`config.mk`:
```
export PLATFORM = sky130hd
export DESIGN_NAME = fir_seq_mac
export DESIGN_NICKNAME = d
export VERILOG_FILES = /design/src/rtl/fir_seq_mac.sv
export SDC_FILE = /design/constraint.sdc
export NUM_CORES = 2
export LEC_CHECK = 0
export BUFFER_PORTS_ARGS = -buffer_cell sky130_fd_sc_hd__buf_4
export CAP_MARGIN = 20
export CORE_MARGIN = 2
export CORE_UTILIZATION = 60
export DETAILED_ROUTE_END_ITERATION = 7
export GPL_TIMING_DRIVEN = 0
export PLACE_DENSITY = 0.73
export SLEW_MARGIN = 10
export SYNTH_ARGS = -nofsm -noshare
export SYNTH_HDL_FRONTEND = slang
export SYNTH_SLANG_ARGS = --single-unit
```
`constraint.sdc`:
```
create_clock -name clk -period 16.8 [get_ports clk]
set_input_delay 0.84 -clock clk [delete_from_list [all_inputs] [get_ports clk]]
set_output_delay 0.84 -clock clk [all_outputs]
set_load 0.01 [all_outputs]
```
`src/rtl/fir_seq_mac.sv`:
```
// fir_seq_mac: time-multiplexed fixed-point FIR filter.
// One signed multiply-accumulate per cycle walks a circular history buffer
// against a loadable coefficient bank. The runtime tap count is latched when
// a sample is accepted. The result is rounded, arithmetically shifted right
// by SHIFT and saturated to DW bits.
//
// Ports:
//   clk, rst_n            clock (posedge) and asynchronous active-low reset
//   din/din_valid/din_ready   input sample handshake (accepted only in IDLE)
//   ntaps                 active taps; 0 or >TAPS selects TAPS
//   cin/caddr/cload       coefficient write port (honoured in IDLE and OUT)
//   flush                 clears the history buffer (honoured in IDLE only)
//   dout/dout_valid/dout_ready  output handshake; dout holds after transfer
//   busy                  high whenever the block is not IDLE
module fir_seq_mac #(
  parameter int DW    = 16,
  parameter int CW    = 17,
  parameter int TAPS  = 64,
  parameter int AW    = $clog2(TAPS),
  parameter int ACCW  = DW + CW + AW,
  parameter int SHIFT = 15
) (
  input  logic                 clk,
  input  logic                 rst_n,
  input  logic signed [DW-1:0] din,
  input  logic                 din_valid,
  output logic                 din_ready,
  input  logic [AW:0]          ntaps,
  input  logic signed [CW-1:0] cin,
  input  logic [AW-1:0]        caddr,
  input  logic                 cload,
  input  logic                 flush,
  output logic signed [DW-1:0] dout,
  output logic                 dout_valid,
  input  logic                 dout_ready,
  output logic                 busy
);

  typedef enum logic [2:0] {
    CLR_ALL,
    CLR_HIST,
    IDLE,
    MAC,
    OUT
  } state_t;

  localparam logic [AW:0]          TAPS_N   = (AW+1)'(TAPS);
  localparam logic [AW-1:0]        LAST     = AW'(TAPS - 1);
  localparam logic [ACCW:0]        BIAS     = ((ACCW+1)'(1) << SHIFT) >> 1;
  localparam logic signed [ACCW:0] MAXV     = {{(ACCW+2-DW){1'b0}}, {(DW-1){1'b1}}};
  localparam logic signed [ACCW:0] MINV     = {{(ACCW+2-DW){1'b1}}, {(DW-1){1'b0}}};
  localparam logic signed [DW-1:0] DOUT_MAX = {1'b0, {(DW-1){1'b1}}};
  localparam logic signed [DW-1:0] DOUT_MIN = {1'b1, {(DW-1){1'b0}}};

  state_t state, state_nxt;

  logic [AW-1:0]          cnt;
  logic [AW-1:0]          wptr;
  logic [AW-1:0]          rptr;
  logic [AW-1:0]          k;
  logic [AW:0]            n;
  logic signed [ACCW-1:0] acc;

  logic signed [DW-1:0]   hist [TAPS];
  logic signed [CW-1:0]   coef [TAPS];

  logic                   accept;
  logic                   clr_done;
  logic                   mac_last;
  logic                   coef_we;
  logic [AW:0]            n_eff;

  logic signed [DW+CW-1:0] prod;
  logic signed [ACCW-1:0]  acc_sum;
  logic signed [ACCW:0]    rnd;
  logic signed [ACCW:0]    shv;
  logic signed [DW-1:0]    sat_val;

  // ---------------------------------------------------------------- control
  always_comb begin
    accept   = (state == IDLE) && din_valid && !flush;
    clr_done = (cnt == LAST);
    mac_last = ({1'b0, k} == (n - (AW+1)'(1)));
    coef_we  = ((state == IDLE) || (state == OUT)) && cload && ({1'b0, caddr} < TAPS_N);
    n_eff    = ((ntaps == '0) || (ntaps > TAPS_N)) ? TAPS_N : ntaps;
  end

  always_ff @(posedge clk or negedge rst_n) begin
    if (!rst_n) state <= CLR_ALL;
    else        state <= state_nxt;
  end

  always_comb begin
    state_nxt  = state;
    din_ready  = 1'b0;
    busy       = 1'b1;
    dout_valid = 1'b0;
    case (state)
      CLR_ALL, CLR_HIST: begin
        if (clr_done) state_nxt = IDLE;
      end
      IDLE: begin
        din_ready = 1'b1;
        busy      = 1'b0;
        // flush takes priority over a simultaneous sample
        if (flush)          state_nxt = CLR_HIST;
        else if (din_valid) state_nxt = MAC;
      end
      MAC: begin
        if (mac_last) state_nxt = OUT;
      end
      OUT: begin
        dout_valid = 1'b1;
        if (dout_ready) state_nxt = IDLE;
      end
      default: state_nxt = CLR_ALL;
    endcase
  end

  // --------------------------------------------------------------- datapath
  always_comb begin
    prod    = (DW+CW)'(coef[k]) * (DW+CW)'(hist[rptr]);
    acc_sum = acc + {{AW{prod[DW+CW-1]}}, prod};
    rnd     = {acc_sum[ACCW-1], acc_sum} + BIAS;
    shv     = rnd >>> SHIFT;
    if (shv > MAXV)      sat_val = DOUT_MAX;
    else if (shv < MINV) sat_val = DOUT_MIN;
    else                 sat_val = shv[DW-1:0];
  end

  always_ff @(posedge clk or negedge rst_n) begin
    if (!rst_n) begin
      cnt  <= '0;
      wptr <= '0;
      rptr <= '0;
      k    <= '0;
      n    <= '0;
      acc  <= '0;
      dout <= '0;
    end else begin
      case (state)
        CLR_ALL, CLR_HIST: begin
          cnt  <= clr_done ? '0 : cnt + AW'(1);
          wptr <= '0;
        end
        IDLE: begin
          if (accept) begin
            n    <= n_eff;
            acc  <= '0;
            k    <= '0;
            rptr <= wptr;
          end
        end
        MAC: begin
          acc  <= acc_sum;
          k    <= k + AW'(1);
          // walk backwards through history, wrapping at TAPS (any size)
          rptr <= (rptr == '0) ? LAST : rptr - AW'(1);
          if (mac_last) begin
            wptr <= (wptr == LAST) ? '0 : wptr + AW'(1);
            dout <= sat_val;
          end
        end
        default: ;
      endcase
    end
  end

  // Storage is cleared by the CLR states rather than by reset.
  always_ff @(posedge clk) begin
    case (state)
      CLR_ALL: begin
        hist[cnt] <= '0;
        coef[cnt] <= '0;
      end
      CLR_HIST: begin
        hist[cnt] <= '0;
      end
      default: begin
        if (accept)  hist[wptr]  <= din;
        if (coef_we) coef[caddr] <= cin;
      end
    endcase
  end

endmodule

```
# After elaboration in Yosys (flattened, before gate mapping)
# Memory sizes are Yosys's and may differ from the RTL's.
# Index checks and enable logic that the tools add are counted.
# totals
regBits,89
ram_bits,2112
inputBits,52
out_inout_bits,19
wordCells,93
n_memories,2
# op_classes
add_sub_neg,7
multipliers,1
magnitude_cmp,3
n_eq_ne,12
muxes,40
n_bitwise,1
reduce_logical,19
# mem_list
name,words,word_bits,read_ports,rd_ports_with_merged_regs,wr,line_no,source
coef,64,17,1,0,1,65,logic signed [CW-1:0] coef [TAPS];
hist,64,16,1,0,1,64,logic signed [DW-1:0] hist [TAPS];
# op_table
cell,count
one-hot mux 39 bit (2 select lines),1
two-way mux 16 bit,4
two-way mux 6 bit,8
adder 39 x 16 -> 40 bit (second input constant),1
adder 39 bit,1
two-way mux 39 bit,1
one-hot mux 6 bit (2 select lines),3
multiplier 17 x 16 -> 33 bit,1
greater-than comparator 25 x 16 -> 1 bit (second input constant),1
less-than comparator 25 x 16 -> 1 bit (second input constant),1
adder 6 x 1 -> 6 bit (second input constant),3
two-way mux 17 bit,1
OR reduction 17 bit,1
OR reduction 16 bit,1
two-way mux 1 bit,15
two-way mux 3 bit,5
== test 6 bit (second input constant),2
one-hot mux 3 bit (4 select lines),1
AND reduction 2 bit,4
== test 6 x 7 -> 1 bit,1
greater-than comparator 7 bit (second input constant),1
zero test 7 bit,1
two-way mux 7 bit,1
subtractor 7 x 1 -> 7 bit (second input constant),1
other kinds (16),23

# Depth between registers and ports, before layout
# depth
word_depth,8
mapped_depth,51
mapped_depth_nobuf,44

# Worst setup path after synthesis
# Ideal clock, no wire load.
# synth_path
path_type,reg2reg
startpoint,register k[0]
endpoint,register dout[2]
setup_time_ns,0.104
arrival_ns,12.153
t_required_ns,16.696
setup_slack_ns,4.543
stages_incl_launch_ff,49
n_path_buf,6
synth_period_minus_slack_ns,12.257
path_cell_list,dfrtp_1 > clkbuf_1 > clkbuf_1 > buf_2 > buf_1 > clkbuf_1 > mux4_2 > mux4_2 > mux2i_1 > nand2_1 > o21ai_1 > nor2_1 > fa_1 > inv_1 > fa_1 > fa_1 > fa_1 > inv_1 > [... 13 more ...] > nand2b_1 > a21oi_1 > xnor2_1 > ha_1 > a21oi_1 > o21ai_0 > or4_1 > nor3_1 > o21ai_1 > xnor2_1 > nor4_2 > nor4b_2 > nand3_1 > xnor2_1 > a41o_1 > a21o_4 > buf_6 > o311ai_1
# synth_via
elab_chain_cells,7
elab_cells_between_ends,10
classes_between,add/sub: 2; mul: 1; order compare: 2; eq/ne: 1; mux: 2; reduce/logical: 1; memory: 1
# synth_lines
item,line_no,source
start: declaration,60,logic [AW-1:0] k;
start signal: assignment,156,k <= k + AW'(1);
memory (64 x 17 bit),-,
multiplier 17 x 16 -> 33 bit,122,prod = (DW+CW)'(coef[k]) * (DW+CW)'(hist[rptr]);
adder 39 bit,123,"acc_sum = acc + {{AW{prod[DW+CW-1]}}, prod};"
adder 39 x 16 -> 40 bit,124,"rnd = {acc_sum[ACCW-1], acc_sum} + BIAS;"
less-than comparator 25 x 16 -> 1 bit,127,else if (shv < MINV) sat_val = DOUT_MIN;
two-way mux 16 bit,127,
two-way mux 16 bit,126,if (shv > MAXV) sat_val = DOUT_MAX;
end signal: assignment,161,dout <= sat_val;
end: declaration,33,"output logic signed [DW-1:0] dout,"
# Several ways; a longest one is shown, not always the timed one.
# A chain may end at the register's enable or synchronous reset.

# Worst setup path in the final report
# layout_path
startpoint,register k[0]
endpoint,register dout[5]
# Same word-level chain as after synthesis.

==> out/summary.log <==
[worst_setup_path] worst reg2reg setup slack 1.63 ns
[logic_synthesis] synthesized area per cell 18.6 µm²
[logic_synthesis] sequential share of the synthesized area 0.669
[timing] Slew Viols, Final 0
[cells_and_area] sequential cell area 65600 µm²
[placed_design] GP Congestion 1.00
[outcome] result of the run complete, no violations
[cells_and_area] count of filler cells inserted in the layout 10113
[floorplan] Site Rows 148
[detailed_routing] drt drc 0
[worst_setup_path] worst endpoint data arrival time 15.88 ns
[timing] unrepaired setup endpoints after global routing no
[cts] maximum clock insertion buffer count 3
[detailed_routing] number of detailed-route iterations in the first pass 6
[cts] master cell of the clock root buffer sky130_fd_sc_hd__clkbuf_16
[worst_setup_path] start of the worst register-to-register path k[0]$_DFFE_PN0P_
[cts] number of hold buffers added after cts 0
[cells_and_area] highest-count cells in the layout ignoring fill and taps 2112 x sky130_fd_sc_hd__edfxtp_1, 678 x sky130_fd_sc_hd__mux4_2, 361 x sky130_fd_sc_hd__inv_1
[cells_and_area] number of nets in the finished design 6195
[cts] clock latency on the worst-skew pair 0.90 ns
[worst_setup_path] critical path startpoint category flip-flop
[floorplan] starting density of the core 0.604
[detailed_routing] routed via count divided by cell count 6.76
[timing] worst clock skew 0.0772 ns
[logic_synthesis] number of enable-type register cells in the synthesized netlist 2112
[timing] transition time of the tightest slew-check pin 1.31 ns
[grt] vias in the first global route 54496
[logic_synthesis] Syn Std Cell Area 98100 µm²
[logic_synthesis] share of the synthesized area in the top cell type 0.646
[cts] # resized after CTS 0
[logic_synthesis] number of cells produced by synthesis 5290
[worst_setup_path] dominant cell type by count on the critical path sky130_fd_sc_hd__fa_1
[cts] clock sinks 2201
[grt] initial antenna violation count 14
[floorplan] Die Width 408 µm
[grt] wire length of the first global-routing pass 398 mm
[timing] minimum period implied by the final worst setup slack 15.17 ns
[worst_setup_path] Setup crit end dout[5]$_DFFE_PN0P_
[worst_setup_path] launching element of the worst setup path k[0]$_DFFE_PN0P_
[cells_and_area] commonest non-fill, non-tap cell in the layout sky130_fd_sc_hd__edfxtp_1
[floorplan] number of top-level design ports 71
[cts] Clock Pin Slew Worst Setup and Hold Paths 0.07 ns
[detailed_routing] final routed wirelength across all metal layers 281 mm
[cts] number of levels the H-tree was split into 4
[logic_synthesis] Yosys reg bits 2201
[logic_synthesis] Yosys top cell by area sky130_fd_sc_hd__edfxtp_1
[worst_setup_path] type of the worst setup path flip-flop to flip-flop
[worst_setup_path] required time worst endpoint 17.51 ns
[cells_and_area] ratio of cells with drive above 1 in the final layout 0.249
[placed_design] input/output buffers 70
[cts] Post-CTS Repair Setup Buffers 0
[grt] total gr overflow 0
[logic_synthesis] top flip-flop cell by instance count after synthesis sky130_fd_sc_hd__edfxtp_1
[worst_setup_path] capture point of the worst reg-to-reg path dout[5]$_DFFE_PN0P_
[grt] GRT Util Overall 0.342
[worst_setup_path] Crit. End Element flip-flop
[cells_and_area] area occupied by multi-input gates 30800 µm²
[cells_and_area] Area Growth Syn to Fin 14.0%
[worst_setup_path] worst reg-to-reg path cell count 47
[timing] accumulated negative setup slack 0 ns
[timing] worst slew margin relative to its limit 0.129
[detailed_routing] DRT iter0 DRCs 8032
[worst_setup_path] biggest fanout along the worst timing path 10
[worst_setup_path] CP max stage delay 0.84 ns
[timing] count of endpoints failing hold in the final timing report 0
[logic_synthesis] Area contributors post-synth sky130_fd_sc_hd__edfxtp_1 65%, sky130_fd_sc_hd__mux4_2 16%, sky130_fd_sc_hd__fa_1 5.7%
[floorplan] core outline area 163000 µm²
[timing] highest achievable clock rate 0.0659 GHz
[job] number of max-capacitance violations reported 0
[detailed_routing] DR WL/cell 34.7 µm
[floorplan] Die Y-Extent 408 µm
[grt] largest net degree at the start of global routing 90
[timing] final critical-path share of the clock period 0.903
[cts] number of buffers created by CTS 207
[timing] Setup Viol. Count Final 0
[cts] CTS tree done
[logic_synthesis] Unique masters post-synth 79
[detailed_routing] detailed-route via count 54669
[worst_setup_path] Critical-path top delay cell sky130_fd_sc_hd__buf_1
[detailed_routing] post-detailed-route count of antenna-violating nets 0
[worst_hold_path] worst min-delay path category input port to asynchronous set/reset pin
[logic_synthesis] proportion of synthesized flip-flops having asynchronous set or reset 0.0404
[logic_synthesis] Yosys warnings 0
[logic_synthesis] total nets after synthesis 5751
[floorplan] DIE AREA 167000 µm²
[placed_design] placed wire-length estimate after detailed placement 183 mm
cell type report:
cell class | instances | share of cell area
flip-flops and latches | 2201 | 0.587
multi-input cells | 2473 | 0.276
clock buffers | 257 | 0.0483
repair buffers | 235 | 0.0293
well taps | 2175 | 0.0243
clock inverters | 129 | 0.0141
inverters | 361 | 0.0121
plain buffers | 255 | 0.00914
diodes | 4 | 0.0000895
how the worst min path moves through the flow:
stage / start / end / cells after the start
6_report: rst_n / dout[4]$_DFFE_PN0P_ / 1
3_5_place_dp: dout[15]$_DFFE_PN0P_ / dout[15]$_DFFE_PN0P_ / 2
4_1_cts: rst_n / k[0]$_DFFE_PN0P_ / 1
3_3_place_gp: dout[15]$_DFFE_PN0P_ / dout[15]$_DFFE_PN0P_ / 2
5_1_grt: rst_n / dout[6]$_DFFE_PN0P_ / 1
2_1_floorplan: acc[10]$_DFFE_PN0P_ / acc[10]$_DFFE_PN0P_ / 2
synthesized netlist by cell type (all sizes together), types with 25 or more instances:
cell	n
nor2	307
o21ai	124
and2	37
mux4	678
inv	361
dfrtp	89
nand2	266
edfxtp	2112
nand3	59
buf	95
mux2i	25
fa	277
clkbuf	160
a21oi	70
nor3	27
ha	132
nor2b	56
xor2	30
nand2b	47
xnor2	61
per-layer routing:
layer	part of all wire	GRT usage	vias up
met2	0.47	0.532	3850
met5	0.00037	0	-
met3	0.12	0.0959	782
li1	-	-	21522
met1	0.35	0.454	28497
met4	0.054	0.157	18
flip-flops by register name, indices dropped and copies added (netlist names):
signal	flops
rptr	6
hist	1024
state	3
acc	39
coef	1088
n	7
wptr	6
k	6
cnt	6
dout	16
critical path, delay by kind of cell (launching register included):
family	cells	cell delay, ns
xor+xnor	2	0.33
compound gates	15	3.35
flops	1	0.37
mux	3	1.39
simple gates	9	2.38
buf+inv	10	3.54
fa+ha+maj	8	3.63
through the flow:
| step | hold slack [ns] | utilization | setup slack (ns) | instance area (µm²) | instances |
|---|---|---|---|---|---|
| detailed placement | 0.475 | 0.643 | 1.64 | 105000 | 7674 |
| global route | 0.118 | 0.688 | 0.473 | 112000 | 8086 |
| CTS | 0.0784 | 0.686 | 1.63 | 112000 | 8060 |
| floorplan | 0.456 | - | 4.54 | 98100 | 5290 |
| finish | 0.0450 | 0.688 | 1.63 | 112000 | 8090 |
| global placement | 0.465 | 0.624 | 1.12 | 101000 | 7535 |
cells by family (layout without fill, tap and decap cells):
group                      Yosys count  after routing  synth area share
xor gates and xnor gates            92             92           0.00835
adders and majority gates          409            409            0.0733
and+or+nand+nor                    906            906            0.0430
muxes                              719            719             0.160
DFF                               2201           2201             0.669
other                                0              4                 0
buffers and inverters              616           1237            0.0238
AOI/OAI and AO/OA                  347            347            0.0226
Power is left out: the tool's default activity adds up to more than one toggle a clock period on the data nets, which glitch-free logic cannot reach.
